===== config.mk =====
export PLATFORM = sky130hd
export DESIGN_NAME = execute_stage_m
export DESIGN_NICKNAME = d
export VERILOG_FILES = /design/src/rtl/execute_stage_m.sv
export SDC_FILE = /design/constraint.sdc
export NUM_CORES = 2
export LEC_CHECK = 0
export BUFFER_PORTS_ARGS = -buffer_cell sky130_fd_sc_hd__buf_2
export CAP_MARGIN = 20
export CORE_ASPECT_RATIO = 1.5
export CORE_MARGIN = 4
export CORE_UTILIZATION = 59
export DETAILED_ROUTE_END_ITERATION = 7
export GPL_ROUTABILITY_DRIVEN = 1
export GPL_TIMING_DRIVEN = 0
export PLACE_DENSITY = 0.81
export SLEW_MARGIN = 20
export SYNTH_ARGS = -nofsm -noshare
export SYNTH_HDL_FRONTEND = slang
export SYNTH_SLANG_ARGS = --single-unit

===== constraint.sdc =====
create_clock -name clk -period 9.4 [get_ports clk]
set_input_delay 0 -clock clk [delete_from_list [all_inputs] [get_ports clk]]
set_output_delay 0 -clock clk [all_outputs]
set_load 0.005 [all_outputs]

===== src/rtl/execute_stage_m.sv =====
// Execute stage: operand forwarding, immediate select, base ALU and a
// multi-cycle RV32M multiply/divide engine that stalls the front end.
module execute_stage_m #(
    parameter int XLEN       = 32,
    parameter int REG_W      = 5,
    parameter int ALU_OP_W   = 4,
    parameter int CTRL_W     = 16,
    parameter int MUL_CYCLES = 2
) (
    input  logic                clk,
    input  logic                rst_n,
    input  logic                flush,
    input  logic                in_valid,
    input  logic [XLEN-1:0]     pc,
    input  logic [CTRL_W-1:0]   ctrl_in,
    input  logic [ALU_OP_W-1:0] alu_op,
    input  logic                alu_src,
    input  logic                is_m,
    input  logic [2:0]          m_funct3,
    input  logic [XLEN-1:0]     data1,
    input  logic [XLEN-1:0]     data2,
    input  logic [XLEN-1:0]     imm,
    input  logic [REG_W-1:0]    rs1,
    input  logic [REG_W-1:0]    rs2,
    input  logic [REG_W-1:0]    rd_in,
    input  logic [REG_W-1:0]    ex_mem_rd,
    input  logic [REG_W-1:0]    mem_wb_rd,
    input  logic                ex_mem_regwrite,
    input  logic                mem_wb_regwrite,
    input  logic [XLEN-1:0]     fwd_ex_mem,
    input  logic [XLEN-1:0]     fwd_mem_wb,
    output logic                stall,
    output logic                out_valid,
    output logic [XLEN-1:0]     result,
    output logic                zero_flag,
    output logic [XLEN-1:0]     store_data,
    output logic [CTRL_W-1:0]   ctrl_out,
    output logic [REG_W-1:0]    rd_out,
    output logic [XLEN-1:0]     pc_out
);
    typedef enum logic [1:0] {IDLE, MUL, DIV, DONE} state_t;

    localparam int CNT_W = $clog2(XLEN + MUL_CYCLES + 1);
    localparam int SH_W  = $clog2(XLEN);

    state_t            state;
    logic [CNT_W-1:0]  cnt;
    logic [XLEN-1:0]   op_a, op_b, rem_q, res_q;
    logic [2:0]        f3_q;
    logic              neg_q, neg_r;

    logic              ex_a, wb_a, ex_b, wb_b;
    logic [XLEN-1:0]   fa, fb, rhs, alu_y;

    assign ex_a = ex_mem_regwrite && (ex_mem_rd != '0) && (ex_mem_rd == rs1);
    assign wb_a = mem_wb_regwrite && (mem_wb_rd != '0) && (mem_wb_rd == rs1);
    assign ex_b = ex_mem_regwrite && (ex_mem_rd != '0) && (ex_mem_rd == rs2);
    assign wb_b = mem_wb_regwrite && (mem_wb_rd != '0) && (mem_wb_rd == rs2);

    assign fa  = ex_a ? fwd_ex_mem : (wb_a ? fwd_mem_wb : data1);
    assign fb  = ex_b ? fwd_ex_mem : (wb_b ? fwd_mem_wb : data2);
    assign rhs = alu_src ? imm : fb;

    // 0 add 1 sub 2 sll 3 slt 4 sltu 5 xor 6 srl 7 sra 8 or 9 and, else pass rhs
    always_comb begin
        alu_y = rhs;
        case (alu_op)
            ALU_OP_W'(0): alu_y = fa + rhs;
            ALU_OP_W'(1): alu_y = fa - rhs;
            ALU_OP_W'(2): alu_y = fa << rhs[SH_W-1:0];
            ALU_OP_W'(3): alu_y = {{(XLEN-1){1'b0}}, $signed(fa) < $signed(rhs)};
            ALU_OP_W'(4): alu_y = {{(XLEN-1){1'b0}}, fa < rhs};
            ALU_OP_W'(5): alu_y = fa ^ rhs;
            ALU_OP_W'(6): alu_y = fa >> rhs[SH_W-1:0];
            ALU_OP_W'(7): alu_y = $signed(fa) >>> rhs[SH_W-1:0];
            ALU_OP_W'(8): alu_y = fa | rhs;
            ALU_OP_W'(9): alu_y = fa & rhs;
            default:      alu_y = rhs;
        endcase
    end

    logic              div_signed, a_neg, b_neg, div0, ovf, is_rem;
    logic [XLEN-1:0]   a_mag, b_mag, spec_res;

    assign div_signed = !m_funct3[0];
    assign is_rem     = m_funct3[1];
    assign a_neg      = div_signed && fa[XLEN-1];
    assign b_neg      = div_signed && fb[XLEN-1];
    assign a_mag      = a_neg ? -fa : fa;
    assign b_mag      = b_neg ? -fb : fb;
    assign div0       = (fb == '0);
    assign ovf        = div_signed && (fa == {1'b1, {(XLEN-1){1'b0}}}) && (fb == '1);
    assign spec_res   = div0 ? (is_rem ? fa : '1) : (is_rem ? '0 : fa);

    logic              mul_a_s, mul_b_s;
    logic [2*XLEN-1:0] pa, pb, prod;
    logic [XLEN-1:0]   mul_res;

    assign mul_a_s = (f3_q[1:0] == 2'd1) || (f3_q[1:0] == 2'd2);
    assign mul_b_s = (f3_q[1:0] == 2'd1);
    assign pa      = {{XLEN{mul_a_s & op_a[XLEN-1]}}, op_a};
    assign pb      = {{XLEN{mul_b_s & op_b[XLEN-1]}}, op_b};
    assign prod    = pa * pb;
    assign mul_res = (f3_q[1:0] == 2'd0) ? prod[XLEN-1:0] : prod[2*XLEN-1:XLEN];

    // op_a shifts the dividend out and the quotient in; op_b is the divisor
    logic [XLEN:0]     shifted;
    logic              ge;
    logic [XLEN-1:0]   rem_n, quo_n, div_res;

    assign shifted = {rem_q, op_a[XLEN-1]};
    assign ge      = shifted >= {1'b0, op_b};
    assign rem_n   = ge ? (shifted[XLEN-1:0] - op_b) : shifted[XLEN-1:0];
    assign quo_n   = {op_a[XLEN-2:0], ge};
    assign div_res = f3_q[1] ? (neg_r ? -rem_n : rem_n) : (neg_q ? -quo_n : quo_n);

    always_ff @(posedge clk or negedge rst_n) begin
        if (!rst_n) begin
            state <= IDLE;
            cnt   <= '0;
            op_a  <= '0;
            op_b  <= '0;
            rem_q <= '0;
            res_q <= '0;
            f3_q  <= '0;
            neg_q <= 1'b0;
            neg_r <= 1'b0;
        end else if (flush) begin
            state <= IDLE;
            cnt   <= '0;
        end else begin
            unique case (state)
                IDLE: if (in_valid && is_m) begin
                    f3_q  <= m_funct3;
                    cnt   <= '0;
                    rem_q <= '0;
                    neg_q <= a_neg ^ b_neg;
                    neg_r <= a_neg;
                    if (!m_funct3[2]) begin
                        op_a  <= fa;
                        op_b  <= fb;
                        state <= MUL;
                    end else if (div0 || ovf) begin
                        op_a  <= fa;
                        op_b  <= fb;
                        res_q <= spec_res;
                        state <= DONE;
                    end else begin
                        op_a  <= a_mag;
                        op_b  <= b_mag;
                        state <= DIV;
                    end
                end
                MUL: begin
                    if (cnt == CNT_W'(MUL_CYCLES - 1)) begin
                        res_q <= mul_res;
                        state <= DONE;
                    end else begin
                        cnt <= cnt + CNT_W'(1);
                    end
                end
                DIV: begin
                    op_a  <= quo_n;
                    rem_q <= rem_n;
                    if (cnt == CNT_W'(XLEN - 1)) begin
                        res_q <= div_res;
                        state <= DONE;
                    end else begin
                        cnt <= cnt + CNT_W'(1);
                    end
                end
                DONE: state <= IDLE;
            endcase
        end
    end

    assign stall = rst_n && !flush &&
        (((state == IDLE) && in_valid && is_m) || (state == MUL) || (state == DIV));
    assign out_valid = rst_n && !flush &&
        (((state == IDLE) && in_valid && !is_m) || (state == DONE));

    assign result     = (state == DONE) ? res_q : alu_y;
    assign zero_flag  = (result == '0);
    assign store_data = fb;
    assign ctrl_out   = ctrl_in;
    assign rd_out     = rd_in;
    assign pc_out     = pc;
endmodule


==> metrics, run 1 <==
Num CTS Buffers 25; total congestion overflow a little under 2000; CTS Sinks 140; Port-buffer cells ~300; global-route wire length before repair 676000 microns; vias in the first global route about 83000; syn avg cell area between 8 and 9 sq um; GP Congestion 1.31; IO Count 368; Synth cell types roughly 120; Die Y about 400 microns; H-tree Lvls 4; CTS root buffer clkbuf_16; First Err [ERROR GRT-0116] Global routing finished with congestion. Check the congestion regions in the DRC Viewer.; register area share after synthesis about 5.6%; YS warnings 0; Mapped Area approximately 0.063 sq mm; clk buf depth 3; placed cells between 9000 and 10000; dpl hpwl roughly 300000 microns; synthesized flop and latch total 140; Mapped Nets approximately 9600; status stopped before the end; Die W approximately 270 microns; failing step global routing; largest net degree at the start of global routing 87; Total GRT Usage between 80% and 90%; row cnt between 100 and 150; Initial Util about three fifths; top_reg_cell synth dfrtp_1; Syn Inst Count 7817; EDFF count, synth 0; Post-synth ARST share between 90% and 100%
## synthesized netlist by cell type, types with 63 or more instances
| cell type | instances | area, sq um |
|---|---|---|
| and2_1 | 262 | 1640 |
| nor3_1 | 148 | 741 |
| inv_1 | 1362 | 5110 |
| nor2_1 | 314 | 1180 |
| fa_1 | 1128 | 22600 |
| nand3_1 | 184 | 921 |
| xnor2_1 | 164 | 1440 |
| dfrtp_1 | 140 | 3500 |
| buf_1 | 63 | 236 |
| o21ai_0 | 380 | 1900 |
| nand2_1 | 1184 | 4440 |
| xor2_1 | 69 | 604 |
| clkbuf_1 | 368 | 1380 |
| mux2i_1 | 84 | 841 |
| a21o_1 | 74 | 556 |
| a21oi_1 | 285 | 1430 |
| ha_1 | 357 | 4470 |
## kinds of logic after synthesis
| kind of cell | after synthesis | share of synthesized area [%] |
|---|---|---|
| compound gates | 1448 | 15.3 |
| simple gates | 2431 | 18.1 |
| mux | 122 | 2.10 |
| fa+ha+maj | 1504 | 43.4 |
| flops | 140 | 5.58 |
| xor+xnor | 234 | 3.28 |
| buf+inv | 1938 | 12.3 |
## layer usage
layer | GRT usage, % | overflow
met5 | 31.4 | 8
met4 | 83.9 | 570
met3 | 66.8 | 39
met2 | 98.6 | 1330
met1 | 77.7 | 19
## through the flow
step / utilization, % / cell area (sq um) / worst slack, ns
after global placement: 62.6 / 66100 / -2.81
after CTS: 64.2 / 67800 / 0.00388
after floorplan: - / 62800 / 0.360
after detailed placement: 63.1 / 66600 / -2.75
## what timing repair did
action / CTS
gates cloned: 0
buffers inserted: 8
resized for setup: 331
endpoints found under the setup margin: 33
hold buffers: 3
hold endpoints to repair: 143
pin swaps: 10
==> inputs of run 2 (changes only) <==
--- a/config.mk
+++ b/config.mk
@@ -7,13 +7,12 @@
 export LEC_CHECK = 0
 export BUFFER_PORTS_ARGS = -buffer_cell sky130_fd_sc_hd__buf_2
 export CAP_MARGIN = 20
-export CORE_ASPECT_RATIO = 1.5
 export CORE_MARGIN = 4
-export CORE_UTILIZATION = 59
+export CORE_UTILIZATION = 40
 export DETAILED_ROUTE_END_ITERATION = 7
 export GPL_ROUTABILITY_DRIVEN = 1
 export GPL_TIMING_DRIVEN = 0
-export PLACE_DENSITY = 0.81
+export PLACE_DENSITY_LB_ADDON = 0.15
 export SLEW_MARGIN = 20
 export SYNTH_ARGS = -nofsm -noshare
 export SYNTH_HDL_FRONTEND = slang
==> constraint.sdc (replaced) <==
create_clock -name clk -period 12.2 [get_ports clk]
set_input_delay 0 -clock clk [delete_from_list [all_inputs] [get_ports clk]]
set_output_delay 0 -clock clk [all_outputs]
set_load 0.005 [all_outputs]
==> run 2 against run 1 <==
  * The flow now finishes, with violations (design-rule violations)
  * Synthesized cell count stayed put
  * Area after synthesis stayed put
==> metrics, run 2 <==
top-count cell post-synth inv_1; area share of the largest cell type after synthesis 36.0% (unchanged); global-route wire length before repair approximately 490000 microns; fraction of layout cells with a size suffix above 1 between 8 and 9%; Final Hold Viols 0; most used cell, CP fa_1; Synth cell types 119 (unchanged); register area share after synthesis 5.58% (unchanged); clock slew at reported path FFs 0.08 ns; IO Count 368 (unchanged); row cnt 145 (-0.68%); area delta synth->final 8.75%; antenna violations before repair 31; largest net degree at the start of global routing 82; via count 62800; drt first-iter violations 7631; CP startpoint kind flip-flop; CP required 12.57 ns; CTS tree built; crit path DAT 12.45 ns; CTS root buffer clkbuf_16; total congestion overflow 0; worst slew pin tran between 1 and 1.5 ns; Routed WL per cell approximately 35 microns; post-route ant nets 0; Hold/Removal Path Class input pin to asynchronous set/reset pin; Pre-antenna DRT Iters 8; largest area contributor in the netlist fa_1; final count of pins violating max slew 0; syn avg cell area 8.03 sq um (unchanged); post-route cell area between 0.06 and 0.07 sq mm; CP max stage delay about 0.7 ns; crit path max-delay cell type a21oi_1; Mapped Area 0.0628 sq mm (unchanged); Die Y 404 microns (-0.82%); Fin Hold WS 0.0372 ns; dpl hpwl 303000 microns (+2.1%); CP max FO 11; core area about 0.16 sq mm; YS warnings 0 (unchanged); full die area 0.163 sq mm; Tmin final ~12 ns; Post-route DRC 3; failing checks design-rule violations; Setup CP Type flip-flop to flip-flop; status complete, but fails checks; Synth top cells by count inv_1, nand2_1, fa_1; CTS Sinks 140 (unchanged); Tcrit/Tclk final between 90% and 100%; RSZ-0062 raised after global routing false; crit end category flip-flop; via density per instance around 6.1; final net count slightly below 10000; most common cell after layout, fill and taps aside inv_1; H-tree Lvls 4 (unchanged); Syn Inst Count 7817 (unchanged); Initial Util 40.2% (-19 points); worst skew pair latency approximately 0.52 ns; Num CTS Buffers 17 (-32%); worst rel slew slack 11.4%; Setup Buffers After CTS 0 (-8); clk_skew about 0.026 ns; GP Congestion 1.10 (-16%); synthesized flop and latch total 140 (unchanged); Total GRT Usage a little over two fifths; vias in the first global route 62700; top_reg_cell synth dfrtp_1; Port-buffer cells 309 (unchanged); Mapped Nets 9550 (unchanged); max-cap viol count 0; EDFF count, synth 0 (unchanged); total routed wirelength around 360000 microns; highest-count cells in the layout ignoring fill and taps inv_1, nand2_1, fa_1; final setup violation count 0; Fmax 82.7 MHz; Area after DPL 0.0676 sq mm (+1.5%); clk buf depth 2 (-1); Synth area leaders fa_1, inv_1, ha_1, nand2_1, dfrtp_1; Post-synth ARST share 100% (unchanged); Die W 404 microns (+47%)
==> run 2: area by class of cell <==
cell class,count,area [sq um]
multi-input combinational,5739,51900
clock buffer,18,429
tap,2058,2570
timing repair buffer,343,1970
sequential,140,3500
fill,16200,87700
antenna,13,32.5
inverter,1378,5180
buffer,560,2590
clock inverter,14,148
==> run 2: stage by stage <==
step	TNS [ns]	worst slack, ns	std cells	utilization, %
after floorplan	0	3.16	7817	-
after global placement	-2.98	-1.27	10200	42.9
after detailed placement	-0.328	-0.173	10200	43.3
after CTS	0	0.108	10200	43.7
after global routing	0	0.0140	10300	43.7
final	0	0.113	10300	43.8
==> run 2: cell families after synthesis <==
kind of cell | count (synthesis) | synth area share (%)
adders and majority gates | 1504 | 43.4
and+or+nand+nor | 2431 | 18.1
xor gates and xnor gates | 234 | 3.28
AOI/OAI and AO/OA | 1448 | 15.3
buffers and inverters | 1938 | 12.3
DFF | 140 | 5.58
muxes | 122 | 2.10
==> run 2: what timing repair did <==
action                                  CTS  global route
hold buffers                              4             0
hold endpoints to repair                143             0
endpoints found under the setup margin    5             4
resized for setup                         4             4
gates cloned                              0             0
==> run 2: critical path, delay by kind of cell, from the launching register on <==
| kind | cells | cell delay (ns) |
|---|---|---|
| buffers and inverters | 8 | 1.91 |
| adder cells (fa/ha/maj) | 10 | 4.67 |
| flip-flops | 1 | 0.33 |
| AND/OR/NAND/NOR | 8 | 2.32 |
| AO/OA/AOI/OAI | 8 | 2.68 |
==> run 2: path summary, 6_finish.rpt <==
| check | depth (start not counted) | slack, ns | from | to |
|---|---|---|---|---|
| worst max-delay path | 34 | 0.11 | f3_q[1] | res_q[28] |
| worst min-delay path | 2 | 0.04 | rst_n | op_b[22] |
| worst max register to register | 34 | 0.11 | f3_q[1] | res_q[28] |
| worst min register to register | 2 | 0.52 | rem_q[23] | rem_q[23] |
| max in group asynchronous | 3 | 11.24 | rst_n | cnt[1] |
| min in group clk | 2 | 0.09 | m_funct3[0] | neg_q |
==> run 2: per-layer routing <==
layer | global-route usage [%] | up-vias | wire length [microns]
li1 | - | 25800 | -
met1 | 54.4 | 31900 | 135000
met2 | 64.1 | 3991 | 150000
met3 | 9.45 | 1028 | 34700
met4 | 33.2 | 14 | 35300
met5 | 0 | - | 101
Power of run 2 is not shown: default switching activity piles up to over one toggle a cycle in this logic, so the estimate is an artifact.
